--- config.mk ---
export PLATFORM = sky130hd
export DESIGN_NAME = lcd_serial_responder_flat
export DESIGN_NICKNAME = d
export VERILOG_FILES = /design/src/rtl/lcd_serial_responder_if.sv /design/src/rtl/lcd_serial_responder.sv /design/src/flat_wrapper.sv
export SDC_FILE = /design/constraint.sdc
export NUM_CORES = 2
export LEC_CHECK = 0
export CORE_MARGIN = 4
export CORE_UTILIZATION = 45
export CTS_CLUSTER_DIAMETER = 100
export DETAILED_ROUTE_END_ITERATION = 8
export PLACE_DENSITY = 0.67
export SLEW_MARGIN = 20
export SYNTH_ARGS = -nofsm -noshare
export SYNTH_HDL_FRONTEND = slang
export SYNTH_SLANG_ARGS = --single-unit
--- constraint.sdc ---
create_clock -name i_clock -period 55.4 [get_ports i_clock]
set_input_delay 5.54 -clock i_clock [delete_from_list [all_inputs] [get_ports i_clock]]
set_output_delay 5.54 -clock i_clock [all_outputs]
set_load 0.01 [all_outputs]
--- src/rtl/lcd_serial_responder_if.sv ---
// Serial link between an LCD-style host and the register responder.
// Signal names follow the responder's pin list so the bus reads like the datasheet.
interface lcd_serial_responder_if;
  logic       i_serialClock;
  logic       i_serialEnable;
  logic       i_rxSerial;
  logic       o_txSerial;
  logic       o_txActive;
  logic       o_regWrite;
  logic [6:0] o_regAddress;
  logic [7:0] o_regData;
  logic       o_frameError;

  modport master (
    output i_serialClock, i_serialEnable, i_rxSerial,
    input  o_txSerial, o_txActive, o_regWrite, o_regAddress, o_regData, o_frameError
  );

  modport slave (
    input  i_serialClock, i_serialEnable, i_rxSerial,
    output o_txSerial, o_txActive, o_regWrite, o_regAddress, o_regData, o_frameError
  );
endinterface

--- src/rtl/lcd_serial_responder.sv ---
// Serial register responder: 16-bit frames (R/W, 7-bit address, 8-bit data)
// against a 128 x 8 register file with one read-only hardware-config location.
module lcd_serial_responder #(
  parameter logic [6:0] HW_CONFIG_ADDRESS = 7'h78,
  parameter logic [7:0] HW_CONFIG_VALUE   = 8'h20,
  parameter int         SYNC_STAGES       = 2
) (
  input  logic                  i_clock,
  input  logic                  i_reset,
  lcd_serial_responder_if.slave bus
);

  typedef enum logic [2:0] {IDLE, CMD, WDATA, RDATA, DONE} stateT;

  stateT state, stateNext;

  logic [SYNC_STAGES-1:0] sclkSync, enSync, rxSync;
  logic [SYNC_STAGES:0]   syncValid;
  logic sclkPrev, enPrev, armed;
  logic sclkS, enS, rxS;
  logic sclkRise, sclkFall, enRise, enFall;

  logic [4:0] bitCnt;
  logic [6:0] rxShift;
  logic [7:0] txShift;
  logic [7:0] servedByte;
  logic [7:0] cmdByte;
  logic [7:0] readByte;
  logic       extraEdges;

  logic [6:0] regAddress;
  logic [7:0] regData;
  logic       regWrite, frameError;
  logic       txActive, txSerial;

  logic [7:0] regs [128];

  assign sclkS = sclkSync[SYNC_STAGES-1];
  assign enS   = enSync[SYNC_STAGES-1];
  assign rxS   = rxSync[SYNC_STAGES-1];

  assign sclkRise = sclkS & ~sclkPrev;
  assign sclkFall = ~sclkS & sclkPrev;
  // A frame may only start once enable has been seen low since reset, so a
  // frame already in flight when reset releases is ignored.
  assign enRise   = armed & enS & ~enPrev;
  assign enFall   = ~enS & enPrev;

  // Last 8 received bits including the one being sampled this cycle; holds
  // the command byte at edge 8 and the write data at edge 16.
  assign cmdByte  = {rxShift, rxS};
  assign readByte = (cmdByte[6:0] == HW_CONFIG_ADDRESS) ? HW_CONFIG_VALUE : regs[cmdByte[6:0]];

  // Input synchronizers, edge-detect history and the re-arm tracker.
  always_ff @(posedge i_clock or posedge i_reset) begin
    if (i_reset) begin
      sclkSync  <= '0;
      enSync    <= '0;
      rxSync    <= '0;
      sclkPrev  <= 1'b0;
      enPrev    <= 1'b0;
      syncValid <= '0;
      armed     <= 1'b0;
    end else begin
      sclkSync  <= {sclkSync[SYNC_STAGES-2:0], bus.i_serialClock};
      enSync    <= {enSync[SYNC_STAGES-2:0], bus.i_serialEnable};
      rxSync    <= {rxSync[SYNC_STAGES-2:0], bus.i_rxSerial};
      sclkPrev  <= sclkS;
      enPrev    <= enS;
      syncValid <= {syncValid[SYNC_STAGES-1:0], 1'b1};
      // The reset-cleared chain reads low before it holds real pin values,
      // so only trust enable-low once the chain has filled.
      if (syncValid[SYNC_STAGES] && !enS) armed <= 1'b1;
    end
  end

  // State register.
  always_ff @(posedge i_clock or posedge i_reset) begin
    if (i_reset) state <= IDLE;
    else         state <= stateNext;
  end

  // Next-state: enable fall aborts ahead of any coincident serial edge.
  always_comb begin
    stateNext = state;
    unique case (state)
      IDLE:  if (enRise) stateNext = CMD;
      CMD: begin
        if (enFall) stateNext = IDLE;
        else if (sclkRise && bitCnt == 5'd7) stateNext = cmdByte[7] ? RDATA : WDATA;
      end
      WDATA, RDATA: begin
        if (enFall) stateNext = IDLE;
        else if (sclkRise && bitCnt == 5'd15) stateNext = DONE;
      end
      DONE:  if (enFall) stateNext = IDLE;
      default: stateNext = IDLE;
    endcase
  end

  // Outputs: read data is driven only while in the read-data phase.
  always_comb begin
    txActive = (state == RDATA);
    txSerial = txActive & txShift[7];
  end

  // Datapath: bit counting, shifting, register file and result strobes.
  always_ff @(posedge i_clock or posedge i_reset) begin
    if (i_reset) begin
      bitCnt     <= '0;
      rxShift    <= '0;
      txShift    <= '0;
      servedByte <= '0;
      extraEdges <= 1'b0;
      regAddress <= '0;
      regData    <= '0;
      regWrite   <= 1'b0;
      frameError <= 1'b0;
      for (int i = 0; i < 128; i++) regs[i] <= '0;
    end else begin
      regWrite   <= 1'b0;
      frameError <= 1'b0;
      if (sclkRise && !enFall) begin
        rxShift <= cmdByte[6:0];
        if (bitCnt != 5'h1f) bitCnt <= bitCnt + 5'd1;
      end
      unique case (state)
        IDLE: begin
          if (enRise) begin
            bitCnt     <= '0;
            extraEdges <= 1'b0;
          end
        end
        CMD: begin
          if (enFall) frameError <= 1'b1;
          else if (sclkRise && bitCnt == 5'd7) begin
            regAddress <= cmdByte[6:0];
            if (cmdByte[7]) begin
              txShift    <= readByte;
              servedByte <= readByte;
            end
          end
        end
        WDATA: begin
          if (enFall) frameError <= 1'b1;
          else if (sclkRise && bitCnt == 5'd15 && regAddress != HW_CONFIG_ADDRESS) begin
            regs[regAddress] <= cmdByte;
            regData          <= cmdByte;
            regWrite         <= 1'b1;
          end
        end
        RDATA: begin
          if (enFall) frameError <= 1'b1;
          else if (sclkRise && bitCnt == 5'd15) regData <= servedByte;
          // The MSB must stay up through edge 9, so the fall between edges 8
          // and 9 is skipped; later falls advance to the next bit.
          else if (sclkFall && bitCnt > 5'd8) txShift <= {txShift[6:0], 1'b0};
        end
        DONE: begin
          if (enFall) frameError <= extraEdges;
          else if (sclkRise) extraEdges <= 1'b1;
        end
        default: ;
      endcase
    end
  end

  assign bus.o_txSerial   = txSerial;
  assign bus.o_txActive   = txActive;
  assign bus.o_regWrite   = regWrite;
  assign bus.o_regAddress = regAddress;
  assign bus.o_regData    = regData;
  assign bus.o_frameError = frameError;

endmodule

--- src/flat_wrapper.sv ---
// flat-port wrapper written by rule: the top's interface ports become plain ports
module lcd_serial_responder_flat 
#(
  parameter logic [6:0] HW_CONFIG_ADDRESS = 7'h78,
  parameter logic [7:0] HW_CONFIG_VALUE   = 8'h20,
  parameter int         SYNC_STAGES       = 2
)
  (i_clock, i_reset, bus_i_serialClock, bus_i_serialEnable, bus_i_rxSerial, bus_o_txSerial, bus_o_txActive, bus_o_regWrite, bus_o_regAddress, bus_o_regData, bus_o_frameError);
  lcd_serial_responder_if bus_i ();
  input  logic i_clock;
  input  logic i_reset;
  input wire logic [$bits(bus_i.i_serialClock)-1:0] bus_i_serialClock;
  input wire logic [$bits(bus_i.i_serialEnable)-1:0] bus_i_serialEnable;
  input wire logic [$bits(bus_i.i_rxSerial)-1:0] bus_i_rxSerial;
  output wire logic [$bits(bus_i.o_txSerial)-1:0] bus_o_txSerial;
  output wire logic [$bits(bus_i.o_txActive)-1:0] bus_o_txActive;
  output wire logic [$bits(bus_i.o_regWrite)-1:0] bus_o_regWrite;
  output wire logic [$bits(bus_i.o_regAddress)-1:0] bus_o_regAddress;
  output wire logic [$bits(bus_i.o_regData)-1:0] bus_o_regData;
  output wire logic [$bits(bus_i.o_frameError)-1:0] bus_o_frameError;
  assign bus_i.i_serialClock = bus_i_serialClock;
  assign bus_i.i_serialEnable = bus_i_serialEnable;
  assign bus_i.i_rxSerial = bus_i_rxSerial;
  assign bus_o_txSerial = bus_i.o_txSerial;
  assign bus_o_txActive = bus_i.o_txActive;
  assign bus_o_regWrite = bus_i.o_regWrite;
  assign bus_o_regAddress = bus_i.o_regAddress;
  assign bus_o_regData = bus_i.o_regData;
  assign bus_o_frameError = bus_i.o_frameError;
  lcd_serial_responder #(.HW_CONFIG_ADDRESS(HW_CONFIG_ADDRESS), .HW_CONFIG_VALUE(HW_CONFIG_VALUE), .SYNC_STAGES(SYNC_STAGES)) u_core (.i_clock(i_clock), .i_reset(i_reset), .bus(bus_i));
endmodule
==> flow_summary.yaml <==
power_and_ir_drop:
  pwr-share-comb: 0.094
  p_per_area_nw_per_um2: 31.95
  peakVddDrop_uv: 23.39
  intPower_mw: 1.270
  total_power_mw: 1.728
  seq_power_share: 0.475
  p_switching_mw: 0.4587
  swShare: 0.2654
  pwr-share-clk: 0.431
  power_leakage_nw: 25.95
clock_network:
  cts_buffer_depth: 3
  numCtsBuffers: 112
  ctsResizeCount: 0
  cts.sinks: 1085
  cts_hold_buffers: 0
  cts-root-buf: "clkbuf_16"
  clkTransAtPathRegs_ns: 0.06
  postCtsSetupBuffers: 0
  insertion_delay_ns: 0.69
  htreeDepth: 3
  cts_tree: "built"
global_routing:
  grt_use_total: 0.2105
  grt_pass1_vias: 28490
  grt_max_degree: 168
  globalRoute.totalOverflow: 0
  grt_pass1_wl_um: 182500
  antenna_found_initial: 1
worst_hold_path:
  hold_class: "reg -> reg"
worst_setup_path:
  rrSetupSlack_ns: 50.55
  cp_data_arrival_time_ns: 10.82
  cp.required_ns: 56.09
  setup.worst_path.end_class: "asynchronous set/reset pin"
  rr_startpoint: "u_core.rxShift[0]"
  crit_path_start_kind: "input pin"
  r2r_end: "u_core.txShift[7]"
  endpoint: "u_core.regs[950]"
  startpoint: "i_reset"
  cp_max_fo: 106
  ff2ff_path_depth: 9
  critPathKind: "in -> async"
finish:
  seq_area_um2: 27180
  drive_gt1_frac: 0.4738
  multi_input_area_um2: 20800
  utilization: 0.5024
  nets: 3189
  n_fill_cell: 8953
  n_antenna_cell: 0
  areaGrowthSynthToFinish_pct: 10.35
synth:
  async_flop_share: 1.000
  synth-adder-area-share: 0.0005105
  ys_ff_latch: 1085
  muxShareOfSynthArea: 0.3565
  synth-compound-area-share: 0.03219
  synth-simple-area-share: 0.03413
  synth_top_family_by_area: "multiplexers"
  synth_edf_count: 0
  ys_types: 60
  yosysWarnings: 0
  yosys_most_used_dff: "dfrtp_1"
  syn_nets: 3255
  synth-xor-area-share: 0.0001787
  syn_area_um2: 49010
  synthCells: 3248
  yosysSeqAreaShare: 0.5539
  synth_area_per_cell_um2: 15.09
placement:
  place_congestion: 0.8076
  dpl.hpwl_um: 72000
  port_buffers: 23
floorplanning:
  ios: 24
  core-area_um2: 107700
  die_h_um: 338.0
  fp.dieArea_um2: 114300
  chipWidth_um: 338.0
  rows: 120
  start_util: 0.4553
routing:
  drc_errors: 0
  viasPerCell: 5.953
  wl_per_cell_um: 25.21
  drtIter0Drc: 2035
  antenna_left: 0
  firstDrtPassIters: 5
  wl_um: 117800
  num_vias: 27800
timing:
  setup_violations: 0
  min_period_over_period: 0.1830
  finalMaxSlewViolations: 0
  final.setup.tns_ns: 0
  finClkSkew_ns: 0.02890
  slew_headroom: 0.2337
  worst_pin_slew_ns: 1.150
  final_hold_viol_count: 0
  period_needed_ns: 10.14
  clock.fmax_mhz: 98.66
  rsz0062_at_grt: "false"
outcome:
  run_status: "complete, no violations"
run:
  cap_violations: 0
registers in the layout (all words and copies together), names as in the netlist, 2 cells and up:
signal,flops
u_core.rxSync,2
u_core.servedByte,8
u_core.txShift,8
u_core.regs,1024
u_core.bitCnt,5
u_core.enSync,2
u_core.state,3
u_core.syncValid,3
u_core.bus.o_regData,8
u_core.rxShift,7
u_core.sclkSync,2
u_core.bus.o_regAddress,7
worst min path at each step:
stage | from | endpoint | cells past startpoint
floorplan | u_core.enSync[0] | u_core.enSync[1] | 0
global placement | u_core.syncValid[1] | u_core.syncValid[2] | 0
detailed placement | u_core.rxSync[0] | u_core.rxSync[1] | 0
CTS | u_core.syncValid[1] | u_core.syncValid[2] | 0
global route | u_core.syncValid[1] | u_core.syncValid[2] | 0
finish | u_core.syncValid[1] | u_core.syncValid[2] | 0
placed cells by master, fill, tap and decap left out, types with 32 or more instances in the layout:
master | Yosys | routed
a21oi_1 | 32 | 32
a22oi_1 | 54 | 54
buf_4 | 12 | 43
clkbuf_1 | 177 | 35
clkbuf_16 | 0 | 116
dfrtp_1 | 1085 | 1077
mux2_2 | 1051 | 1051
mux4_2 | 236 | 236
nand2_1 | 168 | 168
nor2_1 | 44 | 41
o21ai_0 | 32 | 32
through the flow:
step           hold slack (ns)  setup slack, ns  instances  cell area [um2]
2_1_floorplan           0.3312            19.31       3248            49010
4_1_cts                 0.3551            44.98       4669            54050
5_1_grt                 0.3620            44.41       4670            54090
3_3_place_gp            0.3332            44.22       4470            50440
6_report                0.3527            45.26       4670            54090
3_5_place_dp            0.3378            44.22       4470            50440
power groups by stage:
stage               Clock [mW]  Combinational, mW  Sequential [mW]
global route             0.794              0.175            0.823
CTS                      0.762              0.164            0.821
global placement             0              0.163            0.836
finish                   0.744              0.163            0.821
floorplan                    0              0.115            0.815
detailed placement           0              0.163            0.836
cells in the mapped netlist, types with 3 or more instances:
cell	instances	area (um2)
a211oi_1	10	75.07
a21boi_0	6	45.04
a21o_1	7	52.55
a21oi_1	32	160.2
a221oi_1	8	70.07
a22o_1	3	26.28
a22oi_1	54	405.4
a311oi_1	3	26.28
a31oi_1	4	25.02
and2_1	7	43.79
and3_1	3	18.77
buf_1	20	75.07
buf_2	41	205.2
buf_4	12	90.09
clkbuf_1	177	664.4
dfrtp_1	1085	27150
inv_1	11	41.29
mux2_2	1051	11840
mux2i_1	30	300.3
mux4_2	236	5315
nand2_1	168	630.6
nand2_2	15	93.84
nand2b_1	11	68.82
nand3_1	11	55.05
nand3b_1	4	30.03
nor2_1	44	165.2
nor2_2	4	25.02
nor2b_1	15	93.84
nor3_1	24	120.1
nor3_4	3	48.80
nor3b_1	7	52.55
nor4_1	8	50.05
o21a_1	6	45.04
o21ai_0	32	160.2
o221ai_1	20	175.2
o22ai_1	30	187.7
o311ai_0	6	52.55
or2_2	4	25.02
or3_1	3	18.77
or4_1	6	45.04
layout make-up:
| cell class | count | share of cell area |
|---|---|---|
| clock inverters | 26 | 0.005182 |
| repair buffers | 72 | 0.01258 |
| multi-input cells | 1899 | 0.3846 |
| well taps | 1403 | 0.03245 |
| clock buffers | 173 | 0.06169 |
| flip-flops and latches | 1085 | 0.5025 |
| inverters | 12 | 0.0009715 |
metal layers:
layer  GRT usage  vias to the layer above  routed length, um
met5           0                        -                  0
met4     0.07056                        0               4142
met3     0.04534                      194               6577
met2      0.3158                      595              53230
met1      0.3067                    15020              53800
li1            -                    11990                  -
worst max-delay path, stage by stage:
cell and delay [ns]:
clkdlybuf4s50_1 0.50, inv_8 0.52, buf_4 0.82, buf_4 0.81, buf_4 0.72, buf_4 0.86, buf_4 0.83
cells by family (layout without fill, tap and decap cells):
family                   count (synthesis)  count (layout)
flip-flops                            1085            1085
AO/OA/AOI/OAI                          229             229
other                                    1               1
AND/OR/NAND/NOR                        347             347
buffers and inverters                  264             283
adder cells (fa/ha/maj)                  2               2
XOR/XNOR                                 1               1
multiplexers                          1319            1319
(Power assumes the default switching activity.)
